<file path="src/rtl/display_pkg.sv">
// Shared definitions for the display datapath: converter FSM states and BCD digit width.
package display_pkg;

    typedef enum logic [1:0] {
        IDLE  = 2'd0,
        SHIFT = 2'd1,
        DONE  = 2'd2
    } state_t;

    localparam int BCD_W = 4;

endpackage

</file>
<file path="src/rtl/bcd_digit_adj.sv">
// One BCD digit of the double-dabble correction: digits of 5 or more get +3 before the shift.
module bcd_digit_adj
    import display_pkg::*;
(
    input  logic [BCD_W-1:0] i_d,
    output logic [BCD_W-1:0] o_d
);

    assign o_d = (i_d >= BCD_W'(5)) ? i_d + BCD_W'(3) : i_d;

endmodule

</file>
<file path="src/rtl/bin_to_bcd_seq.sv">
// Iterative shift-and-add-3 binary-to-BCD converter, one bit per cycle, with held outputs.
module bin_to_bcd_seq
    import display_pkg::*;
#(
    parameter int N       = 32,
    parameter int DIGITS  = 8,
    parameter int CDIGITS = 10
) (
    input  logic                  clk,
    input  logic                  rst,
    input  logic                  start,
    input  logic [N-1:0]          bin,
    output logic                  busy,
    output logic                  done,
    output logic [4*DIGITS-1:0]   bcd,
    output logic                  overflow
);

    localparam int                CNT_W    = (N > 1) ? $clog2(N) : 1;
    localparam int                ACC_W    = BCD_W * CDIGITS;
    localparam int                OUT_W    = BCD_W * DIGITS;
    localparam logic [CNT_W-1:0]  CNT_LAST = CNT_W'(N - 1);

    state_t             r_state;
    logic [CNT_W-1:0]   r_cnt;
    logic [ACC_W-1:0]   r_acc;
    logic [N-1:0]       r_sh_bin;
    logic [OUT_W-1:0]   r_bcd;
    logic               r_overflow;
    logic               r_busy;
    logic               r_done;

    logic [ACC_W-1:0]   w_acc_adj;
    logic [ACC_W-1:0]   w_acc_next;

    for (genvar g = 0; g < CDIGITS; g++) begin : g_adj
        bcd_digit_adj u_adj (
            .i_d (r_acc[g*BCD_W +: BCD_W]),
            .o_d (w_acc_adj[g*BCD_W +: BCD_W])
        );
    end

    // Top binary bit enters the accumulator LSB as the pair shifts left.
    assign w_acc_next = {w_acc_adj[ACC_W-2:0], r_sh_bin[N-1]};

    // NOTE: all state here is registered with <= so every read sees the pre-edge value.
    always_ff @(posedge clk) begin
        if (rst) begin
            r_state    <= IDLE;
            r_cnt      <= '0;
            r_acc      <= '0;
            r_sh_bin   <= '0;
            r_bcd      <= '0;
            r_overflow <= 1'b0;
            r_busy     <= 1'b0;
            r_done     <= 1'b0;
        end else begin
            r_done <= 1'b0;
            case (r_state)
                IDLE: begin
                    if (start) begin
                        r_sh_bin <= bin;
                        r_acc    <= '0;
                        r_cnt    <= '0;
                        r_busy   <= 1'b1;
                        r_state  <= SHIFT;
                    end
                end
                SHIFT: begin
                    r_acc    <= w_acc_next;
                    r_sh_bin <= r_sh_bin << 1;
                    r_cnt    <= r_cnt + CNT_W'(1);
                    // Result is published on entry to DONE so it is valid alongside the done pulse.
                    if (r_cnt == CNT_LAST) begin
                        r_state    <= DONE;
                        r_busy     <= 1'b0;
                        r_done     <= 1'b1;
                        r_bcd      <= w_acc_next[OUT_W-1:0];
                        r_overflow <= |w_acc_next[ACC_W-1:OUT_W];
                    end
                end
                DONE:    r_state <= IDLE;
                default: r_state <= IDLE;
            endcase
        end
    end

    assign busy     = r_busy;
    assign done     = r_done;
    assign bcd      = r_bcd;
    assign overflow = r_overflow;

endmodule

</file>
<file path="config.mk">
export PLATFORM = sky130hd
export DESIGN_NAME = bin_to_bcd_seq
export DESIGN_NICKNAME = d
export VERILOG_FILES = /design/src/rtl/display_pkg.sv /design/src/rtl/bcd_digit_adj.sv /design/src/rtl/bin_to_bcd_seq.sv
export SDC_FILE = /design/constraint.sdc
export NUM_CORES = 1
export LEC_CHECK = 0
export BUFFER_PORTS_ARGS = -buffer_cell sky130_fd_sc_hd__buf_2
export CAP_MARGIN = 15
export CORE_ASPECT_RATIO = 0.6
export CORE_UTILIZATION = 40
export CTS_BUF_LIST = sky130_fd_sc_hd__clkbuf_8
export CTS_CLUSTER_SIZE = 40
export DETAILED_ROUTE_END_ITERATION = 6
export GPL_TIMING_DRIVEN = 0
export MAX_ROUTING_LAYER = met4
export PLACE_DENSITY_LB_ADDON = 0.12
export RECOVER_POWER = 50
export SLEW_MARGIN = 5
export SYNTH_ARGS = -nofsm -noshare
export SYNTH_HDL_FRONTEND = slang
export SYNTH_SLANG_ARGS = --single-unit
</file>
<file path="constraint.sdc">
create_clock -name clk -period 1.63 [get_ports clk]
set_clock_uncertainty 0.1 [all_clocks]
set_input_delay 0.0815 -clock clk [delete_from_list [all_inputs] [get_ports clk]]
set_output_delay 0.0815 -clock clk [all_outputs]
set_load 0.005 [all_outputs]
</file>
; ---- Word-level counts from Yosys, hierarchy flattened
; Index checks and enable logic that the tools add are counted.
[op_classes]
n_addsub = 11
magnitude_cmp = 10
n_eq_ne = 4
mux = 23
bitwise = 1
n_reduce_logical = 8
[op_table]
columns = operator, count
row1 = $pmux W40 S2, 1
row2 = $pmux W32 S2, 1
row3 = $ge A4 B3 Y1 const B, 10
row4 = $mux W40, 1
row5 = $add A4 B2 Y4 const B, 9
row6 = $mux W4, 9
row7 = $mux W32, 1
row8 = $pmux W5 S2, 1
row9 = $reduce_or A8 Y1, 1
row10 = $reduce_and A2 Y1, 3
row11 = $add A5 B1 Y5 const B, 1
row12 = $eq A5 B5 Y1 const B, 1
row13 = $mux W5, 1
row14 = $mux W2, 2
row15 = $ne A2 B2 Y1 const B, 2
row16 = $pmux W2 S2, 1
row17 = $add A3 B2 Y3 const B, 1
row18 = $mux W1, 3
row19 = $mux W3, 1
row20 = $reduce_and A3 Y1, 1
row21 = $eq A2 B1 Y1 const B, 1
row22 = $logic_not A2 Y1, 1
row23 = $pmux W1 S2, 1
row24 = $reduce_bool A2 Y1, 1
row25 = 2 further kinds, 2
[word_totals]
register_bits = 114
out_inout_bits = 35

; ---- Depth between registers and ports, before layout
; Gate-level depths: netlist of run 1.
[depth]
ltp_word = 3
ltp_mapped = 9
ltp_nobuf = 8

; ---- Cells and area by module
; From an unflattened synthesis of run 1, not the netlist that was laid out.
[unflattened]
hier_cells = 657
hier_area_um2 = 5287.6
[modules_own_cells]
columns = mod, n_inst, cells_each, area_per_inst_um2, seq_area_each_um2
row1 = bin_to_bcd_seq, 1, 497, 4274.1, 2282.2
row2 = bcd_digit_adj, 10, 16, 101.3, 0.0

; ---- Worst setup path after synthesis of run 1
; OpenSTA, ideal clock, no wires.
[synth_path]
path_kind = register to register
startpoint = reg r_cnt[0]
endpoint = reg r_bcd[11], in the netlist bcd[11]
setup_ns = 0.086
t_arrival_ns = 1.509
required_ns = 1.444
path_slack_ns = -0.065
path_stages_with_launch = 9
path_buffers = 2
period_less_slack_ns = 1.695
path_cell_list = dfxtp_1 ha_1 and3_1 ha_1 inv_1 nor2_4 buf_6 buf_4 a211oi_1
[synth_between]
elab_chain_cells = 2
[synth_rtl]
columns = element, line_no
row1 = "start, declared", bin_to_bcd_seq.sv:25  ; logic [CNT_W-1:0] r_cnt;
row2 = "start signal, assigned", bin_to_bcd_seq.sv:72  ; r_cnt <= r_cnt + CNT_W'(1);
row3 = $eq A5 B5 Y1, bin_to_bcd_seq.sv:74  ; if (r_cnt == CNT_LAST) begin
row4 = $reduce_and A2 Y1 (no source line), --
row5 = "end signal, assigned", bin_to_bcd_seq.sv:78  ; r_bcd <= w_acc_next[OUT_W-1:0];
row6 = "end, declared", bin_to_bcd_seq.sv:28  ; logic [OUT_W-1:0] r_bcd;
; No other way between the ends.
; A chain may end at the register's enable or synchronous reset.

; ---- Worst setup path after layout of run 1
[layout_path]
startpoint = reg r_cnt[0]
endpoint = reg r_bcd[16], in the netlist bcd[16]
; The elaborated chain is that of the path after synthesis.

==> results of run 1 <==
## path summary, 6_finish.rpt
kind              slack (ns)  cells past startpoint            to
hold / removal          0.02                      5  r_sh_bin[30]
setup reg to reg       -0.09                      9       bcd[16]
setup / recovery       -0.09                      9       bcd[16]
hold reg to reg         0.36                      2        bcd[9]
## placed cells by master (no fill, tap or decap), types with 5 or more instances in the layout
cell             n
buf_4           14
o21ai_1         11
a21oi_2         19
clkinv_2         5
inv_1           10
nand2b_1         9
a21oi_1         33
nor2_1         136
clkbuf_8        20
nor3b_1         11
a211oi_2        12
buf_6            8
nand2b_4         5
ha_4            12
inv_2           12
clkbuf_1        27
o22ai_1          5
nor2b_1          5
mux2i_1          7
ha_1             9
dfxtp_1         95
buf_2           70
a2bb2oi_1       30
nor3_1          42
dfxtp_2         19
xnor2_1          9
o21ai_0         13
dlygate4sd3_1   30
nand3_1         13
nand2_1         44
a22oi_1         28
## metrics by stage
stage / hold slack (ns) / worst slack [ns] / std cells / area, µm²
finish: 0.0173 / -0.0859 / 994 / 7400
global route: 0.0357 / -0.136 / 994 / 7400
CTS: 0.00215 / -0.0715 / 990 / 7090
detailed placement: 0.275 / -0.320 / 916 / 6050
global placement: 0.261 / -0.287 / 916 / 6050
floorplan: 0.154 / -0.0102 / 679 / 5510
## routing by layer
metal | vias up | track usage
met1 | 2508 | 0.326
met2 | 150 | 0.338
met5 | - | -
met3 | 11 | 0.0533
met4 | 0 | 0.0683
li1 | 2636 | -
## report_power, final
part	leakage, nW	switching (mW)	internal (mW)	total [mW]
Combinational	1.77	0.356	0.283	0.639
Clock	0.201	1.19	1.45	2.64
Sequential	0.937	0.0449	2.87	2.91
Total	2.91	1.59	4.60	6.19
## layout make-up
type / count / area share
Buffer: 49 / 0.0441
Inverter: 23 / 0.0123
Sequential cell: 114 / 0.312
Clock inverter: 11 / 0.0152
Multi-Input combinational cell: 493 / 0.444
Timing Repair Buffer: 114 / 0.107
Tap cell: 170 / 0.0288
Clock buffer: 20 / 0.0372
## cells by family (layout without fill, tap and decap cells)
kind of cell    Yosys count  count (layout)  synth area share
flops                   114             114             0.415
compound gates          168             168             0.207
simple gates            284             284             0.231
mux                       9               9            0.0164
xor+xnor                 10              10            0.0159
buf+inv                  72             217            0.0651
fa+ha+maj                22              22            0.0501
## synthesized netlist by cell type (10+ instances only)
cell	count
inv_1	22
nor3_1	43
buf_2	16
a2bb2oi_1	30
nand2_1	47
dfxtp_1	114
ha_1	22
o21ai_1	12
a22oi_1	28
clkbuf_1	16
o21ai_0	14
xnor2_1	10
nor2_1	138
nand2b_1	14
nand3_1	14
a21oi_1	55
nor3b_1	14
## what timing repair did
| item | in CTS | in global routing |
|---|---|---|
| endpoints found under the setup margin | 82 | 92 |
| hold buffers | 30 | 0 |
| resized for setup | 52 | 92 |
| setup buffers | 11 | 7 |
| hold endpoints to repair | 30 | 0 |
| pin swaps | 9 | 15 |
| gates cloned | 2 | 0 |
## flip-flops by register name, indices dropped and copies added, names as in the netlist
register / cells
r_acc: 40
overflow: 1
bcd: 32
r_cnt: 5
r_state: 2
done: 1
busy: 1
r_sh_bin: 32
## worst max-delay path: stages (launching register included)
cell and delay (ns):
dfxtp_2 0.34, ha_4 0.15, and3_4 0.18, ha_4 0.16
inv_4 0.06, nor2_4 0.04, buf_8 0.15, buf_12 0.13
buf_12 0.14, a211oi_2 0.17
==> metrics.txt, run 1 <==
overall power 6.19 mW; Met2 Wirelength 7.02 mm; Post-DP HPWL 10.7 mm; first-pass GRT wire length 25.3 mm; PwrDens 837 nW/µm²; Antenna Cells 0; fin util 0.563; slew at the pin closest to its max-slew limit 0.838 ns; Worst Setup SP r_cnt[0]; Post-Syn Nets 736; clock insertion delay at the later pin of the skew report 0.43 ns; clk root buf clkbuf_8; sequential area share after synthesis 0.415; Post-DRT Antenna Nets 0; Ys Warns 0; Starting Density 0.419; num rows 32; DRT iter0 DRCs 364; via count 5,305; Fillers 1,204; Die Wd 153 µm; Worst setup EP type flop; Metal-1 WL 8.20 mm; #FFs+latches synth 114; FFs w/ async S/R, synth 0; part of the cycle the worst path needs 1.05; max-cap violation count 0; Slew Limit Fails 0; drt total wl 16.1 mm; Overall Global Routing Usage 0.235; Reg-to-Reg Start r_cnt[0]; clk buf depth 2; average cell area after synthesis 8.10 µm²; 1st-pass router iterations 5; CTS tree done; fmax 0.583 GHz; IO buf count 67; routability cong. 0.844; hold crit path type in2reg; TNS Setup -0.885 ns; CP Launch Type flop; Critical Path AT 1.96 ns; critical path type reg2reg; area of the multi-input gates 3280 µm²; Yosys top cell area share 0.415; worst-path maximum fanout 10; WP data required 1.88 ns; RSZ-0062 raised after global routing yes; cell taking the most area after synthesis dfxtp_1; Mapped Area 5500 µm²; H-Tree Depth 4; io pins 70; GRT overflow 0; antenna violations before repair 0; largest net degree at the start of global routing 17; Core Region 13,100 µm²; min Tclk post-route 1.72 ns; share of post-route cells with drive strength above 1 0.297; DRC viols 0; Pleak 2.91 nW; uppermost layer routed met4; die area 14,200 µm²; hold_sp bin[30]; Vias/cell 5.34; Setup violations, final 22; Final nets 869; Reg clk slew, reported paths 0.07 ns; Unique masters post-synth 37; Top FF cell, synth dfxtp_1; Slew headroom 0.441; failing checks negative setup slack; outcome finished, violations left; die height 92.8 µm; Syn Inst Count 679; met3 WL 756 µm; WL/cell 16.2 µm; TritonCTS Buffers 17; Final Hold Fails 0; Area contributors post-synth dfxtp_1, nor2_1, a21oi_1; CTS Sinks 114; VDD IR max 0.437 mV; register area 2310 µm²; post-route setup slack -0.0859 ns; Post-synth EDFFs 0; vias in the first global route 4,962; area grow syn2layout 34.5%
No activity file was read; power rests on OpenSTA's default activity.
==> run 2: changes to the inputs <==
Settings changed: CORE_UTILIZATION 40 to 48.
==> metrics.txt, run 2 (synthesis gave the netlist of run 1 again) <==
die height 84.9 µm (-8.5%); part of the cycle the worst path needs 1.06 (+0.00492); max FFs per register 40 (unchanged); drt total wl 16.2 mm (+0.68%); WL/cell 16.9 µm (+4.4%); IO buf count 67 (unchanged); 1st-pass router iterations 7 (+2); Setup violations, final 33 (+50%); first-pass GRT wire length 24.7 mm (-2.3%); PwrDens 842 nW/µm² (+0.62%); critical path type reg2reg; Die Wd 140 µm (-8.6%); Final nets 867 (-0.23%); Reg power frac 0.467 (-0.003); H-Tree Depth 4 (unchanged); die area 11,900 µm² (-16%); antenna violations before repair 0 (unchanged); TritonCTS Buffers 17 (unchanged); Reg-to-Reg Start r_cnt[1]; Worst Setup SP r_cnt[1]; most frequent cells in the layout nor2_1, dfxtp_1, buf_2; routability cong. 0.853 (+1.0%); post-route setup slack -0.0940 ns (-0.00802 ns); largest net degree at the start of global routing 17 (unchanged); Max stage delay on crit path 0.36 ns (+0.02 ns); Slew headroom 0.483 (+0.0416); VDD IR max 0.568 mV (+30%); switching pwr 1.52 mW (-4.1%); Post-DP HPWL 10.5 mm (-1.2%); Starting Density 0.507 (+0.0881); Internal 4.71 mW (+2.3%); CP Launch Type flop; CTS tree done; fin util 0.682 (+0.119); Pleak 2.90 nW (-0.31%); Critical Path AT 1.97 ns (about the same); WP buf/inv 3 (-1); area grow syn2layout 34.6% (about the same); overall power 6.23 mW (+0.64%); Worst setup EP type flop; Clock power frac 0.432 (+0.005); crit path cell chain ha_4, and3_4, ha_4, inv_4, nor2_4, buf_12, buf_8, nor2_4, a211oi_2; io pins 70 (unchanged); Worst path top cell family by delay simple AND/OR/NAND/NOR gates; max-cap violation count 0 (unchanged); crit path max-delay cell type dfxtp_2; GRT overflow 0 (unchanged); commonest non-fill, non-tap cell in the layout nor2_1; Reg clk slew, reported paths 0.07 ns (about the same); Final Hold Fails 0 (unchanged); clk buf depth 2 (unchanged); worst-path maximum fanout 6 (-4); Slew Limit Fails 0 (unchanged); RSZ-0062 raised after global routing yes; hold crit path type in2reg; num rows 29 (-9.4%); Core Region 10,800 µm² (-17%); vias in the first global route 4,987 (+0.50%); Antenna Cells 0 (unchanged); clock insertion delay at the later pin of the skew report 0.43 ns (about the same); fmax 0.580 GHz (-0.47%); largest reg by FF count r_acc; via count 5,447 (+2.7%); Overall Global Routing Usage 0.277 (+0.0425); min Tclk post-route 1.72 ns (+0.00802 ns); WP data required 1.87 ns (about the same); share of post-route cells with drive strength above 1 0.315 (+0.0173); Switching Fraction 0.245 (-0.0120); combinational fraction of design power 0.101 (-0.002); Vias/cell 5.68 (+6.4%); outcome finished, violations left; DRT iter0 DRCs 427 (+17%); CTS Sinks 114 (unchanged); Post-DRT Antenna Nets 0 (unchanged); hold_sp bin[31]; DRC viols 0 (unchanged); clk root buf clkbuf_8; slew at the pin closest to its max-slew limit 0.776 ns (-0.0624 ns); failing checks negative setup slack
[run 2: layout make-up]
type                       instances  area [µm²]
sequential                       114        2310
inverter                          23        91.3
multi-input combinational        493        3340
timing repair buffer             113         774
buffer                            48         308
tap                              139         174
fill                             876        3450
clock inverter                     6        78.8
clock buffer                      23         317
[run 2: worst min-delay path, cell delays in order]
cell and delay (ns):
buf_2 0.08, nor3b_1 0.04, a21oi_1 0.11, nor2_1 0.05
nor3_1 0.14
[run 2: routing by layer]
| layer | GRT usage | wire [µm] | vias to the layer above | part of all wire |
|---|---|---|---|---|
| li1 | - | - | 2604 | - |
| met5 | - | 0 | - | 0 |
| met3 | 0.0677 | 942 | 29 | 0.058 |
| met2 | 0.407 | 7240 | 199 | 0.45 |
| met4 | 0.102 | 248 | 0 | 0.015 |
| met1 | 0.370 | 7810 | 2615 | 0.48 |
[run 2: worst paths after layout]
kind	slack, ns	cells past startpoint	end
max reg2reg	-0.09	9	bcd[15]
max	-0.09	9	bcd[15]
min reg2reg	0.35	2	bcd[1]
min	0.01	5	r_sh_bin[31]
[run 2: through the flow]
step                hold slack (ns)  setup WS [ns]  instance area (µm²)  std cells  TNS [ns]
CTS                       0.0000856        -0.0787                 6950        949    -0.469
global placement              0.275         -0.289                 6010        885     -7.68
floorplan                     0.154        -0.0102                 5510        679   -0.0796
finish                       0.0148        -0.0940                 7400        959     -1.37
detailed placement            0.275         -0.324                 6010        885    -10.07
global route                 0.0203         -0.165                 7400        959     -3.45
[run 2: power groups by stage]
stage / combinational (mW) / sequential, mW / clock (mW)
2_1_floorplan: 0.384 / 2.96 / 0
3_3_place_gp: 0.529 / 2.97 / 0
3_5_place_dp: 0.544 / 2.97 / 0
4_1_cts: 0.606 / 2.91 / 2.71
5_1_grt: 0.689 / 2.92 / 2.83
6_report: 0.630 / 2.91 / 2.69
[run 2: what timing repair did]
action / 4_1_cts / 5_1_grt
hold endpoints to repair: 25 / 0
endpoints found under the setup margin: 83 / 63
hold buffers: 26 / 0
gates cloned: 2 / 0
gates resized for setup: 55 / 101
pin swaps: 14 / 26
setup buffers: 8 / 12
==> run 3: changes to the inputs <==
Settings changed: REMOVE_ABC_BUFFERS set to 1, SLEW_MARGIN 5 to 20.
==> metrics.txt, run 3 (synthesis gave the netlist of run 1 again) <==
worst-path maximum fanout 5 (-1); overall power 6.10 mW (-2.1%); most frequent cells in the layout nor2_1, dfxtp_1, buf_2; failing checks negative setup slack; first-pass GRT wire length 24.1 mm (-2.7%); crit path max-delay cell type dfxtp_2; fmax 0.545 GHz (-6.0%); CP Launch Type flop; Worst path top cell family by delay simple AND/OR/NAND/NOR gates; WP data required 1.87 ns (about the same); part of the cycle the worst path needs 1.13 (+0.0678); Worst setup EP type flop; Max stage delay on crit path 0.35 ns (about the same); TNS Setup -8.02 ns (-6.65 ns); most used cell along the critical path ha_4; outcome finished, violations left; Slew Limit Fails 0 (unchanged); slew at the pin closest to its max-slew limit 0.654 ns (-0.122 ns); CTS tree done; area grow syn2layout 36.6%; CTS Sinks 114 (unchanged); worst hold margin 0.0291 ns (+0.0143 ns); H-Tree Depth 4 (unchanged); Post-DP HPWL 7.78 mm (-26%); Starting Density 0.507 (unchanged); GRT overflow 0 (unchanged); Final Hold Fails 0 (unchanged); Core Region 10,800 µm² (unchanged); DRT iter0 DRCs 378 (-11%); Placed Area 5870 µm² (-2.4%); clk buf depth 2 (unchanged); WP depth 9 (unchanged); crit path cell chain ha_4, and3_4, ha_4, clkinvlp_4, nor2_4, buf_4, buf_6, nor2_2, a211oi_1; Pleak 2.97 nW (+2.5%); 1st-pass router iterations 5 (-2); Overall Global Routing Usage 0.265 (-0.0118); hold crit path type in2reg; Vias/cell 5.66 (-0.33%); largest reg by FF count r_acc; max FFs per register 40 (unchanged); R2R depth 9 (unchanged); die area 11,900 µm² (unchanged); PwrDens 812 nW/µm² (-3.5%); min Tclk post-route 1.83 ns (+0.111 ns); Final nets 847 (-2.3%); num rows 29 (unchanged); vias in the first global route 4,891 (-1.9%); max-cap violation count 0 (unchanged); hold_sp bin[31]; RSZ-0062 raised after global routing yes; Antenna Cells 0 (unchanged); hold depth 5 (unchanged); via count 5,333 (-2.1%); VDD IR max 0.585 mV (+2.8%); design area 7510 µm² (+1.5%); Post-Place Worst Slack -1.45 ns (-1.13 ns); io pins 70 (unchanged); Post-DRT Antenna Nets 0 (unchanged); Slew headroom 0.564 (+0.0811); drt total wl 15.7 mm (-3.4%); WP buf/inv 3 (unchanged); share of post-route cells with drive strength above 1 0.320 (+0.00542); WL/cell 16.6 µm (-1.7%); commonest non-fill, non-tap cell in the layout nor2_1; TritonCTS Buffers 17 (unchanged); die height 84.9 µm (unchanged); clk root buf clkbuf_8; Worst Setup SP r_cnt[1]; routability cong. 0.772 (-9.4%); DRC viols 0 (unchanged); Critical Path AT 2.08 ns (+0.11 ns); clock insertion delay at the later pin of the skew report 0.43 ns (about the same); antenna violations before repair 0 (unchanged); Reg-to-Reg Start r_cnt[1]; largest net degree at the start of global routing 61 (+44); post-route setup slack -0.205 ns (-0.111 ns); IO buf count 69 (+3.0%); Die Wd 140 µm (unchanged); Reg clk slew, reported paths 0.07 ns (about the same); Setup violations, final 79 (+140%); critical path type reg2reg
==> run 3: cell count changes in the layout (fill, tap and decap cells not counted), sizes merged <==
cell	previous run	this run
clkbuf	48	31
buf	110	96
inv	24	29
dlygate4sd3	26	30
nor2	142	145
clkinvlp	0	1
nand2b	15	16
==> run 3: what timing repair did <==
action	4_1_cts	5_1_grt
endpoints found under the hold margin	68	0
endpoints found under the setup margin	114	77
pin swaps	20	26
setup buffers	22	10
cloned	5	0
gates resized for setup	57	113
hold buffers	31	0
==> run 3: final timing paths <==
kind	endpoint	slack, ns
worst min register to register	bcd[5]	0.36
worst max register to register	bcd[3]	-0.20
worst max-delay path	bcd[3]	-0.20
worst min-delay path	r_sh_bin[31]	0.03
==> run 3: final cells by class <==
type                            instances  area [µm²]
Multi-Input combinational cell        497        3460
Fill cell                             837        3340
Sequential cell                       114        2310
Timing Repair Buffer                  137        1090
Clock buffer                           20         275
Tap cell                              139         174
Inverter                               23         103
Clock inverter                         12         101
==> run 3: worst reg2reg max path: stages (launching register included) <==
cell,delay [ns]
dfxtp_2,0.35
ha_4,0.14
and3_4,0.19
ha_4,0.14
clkinvlp_4,0.16
nor2_4,0.23
buf_4,0.15
buf_6,0.11
nor2_2,0.04
a211oi_1,0.15
==> run 3: layer usage <==
layer	GRT usage	vias up	wire length (µm)
li1	-	2570	-
met1	0.352	2541	7410
met2	0.401	189	7040
met3	0.0457	33	932
met4	0.110	0	297
met5	-	-	0
==> run 3: through the flow <==
step	utilization	std cells
global placement	0.530	838
CTS	0.645	932
detailed placement	0.541	842
finish	0.692	942
floorplan	-	630
global route	0.692	942
==> run 3: where the power goes <==
part / switching [mW] / leakage, nW / internal [mW]
sequential: 0.0483 / 0.936 / 2.86
combinational: 0.344 / 1.82 / 0.296
clock: 1.12 / 0.221 / 1.43
total: 1.51 / 2.97 / 4.59
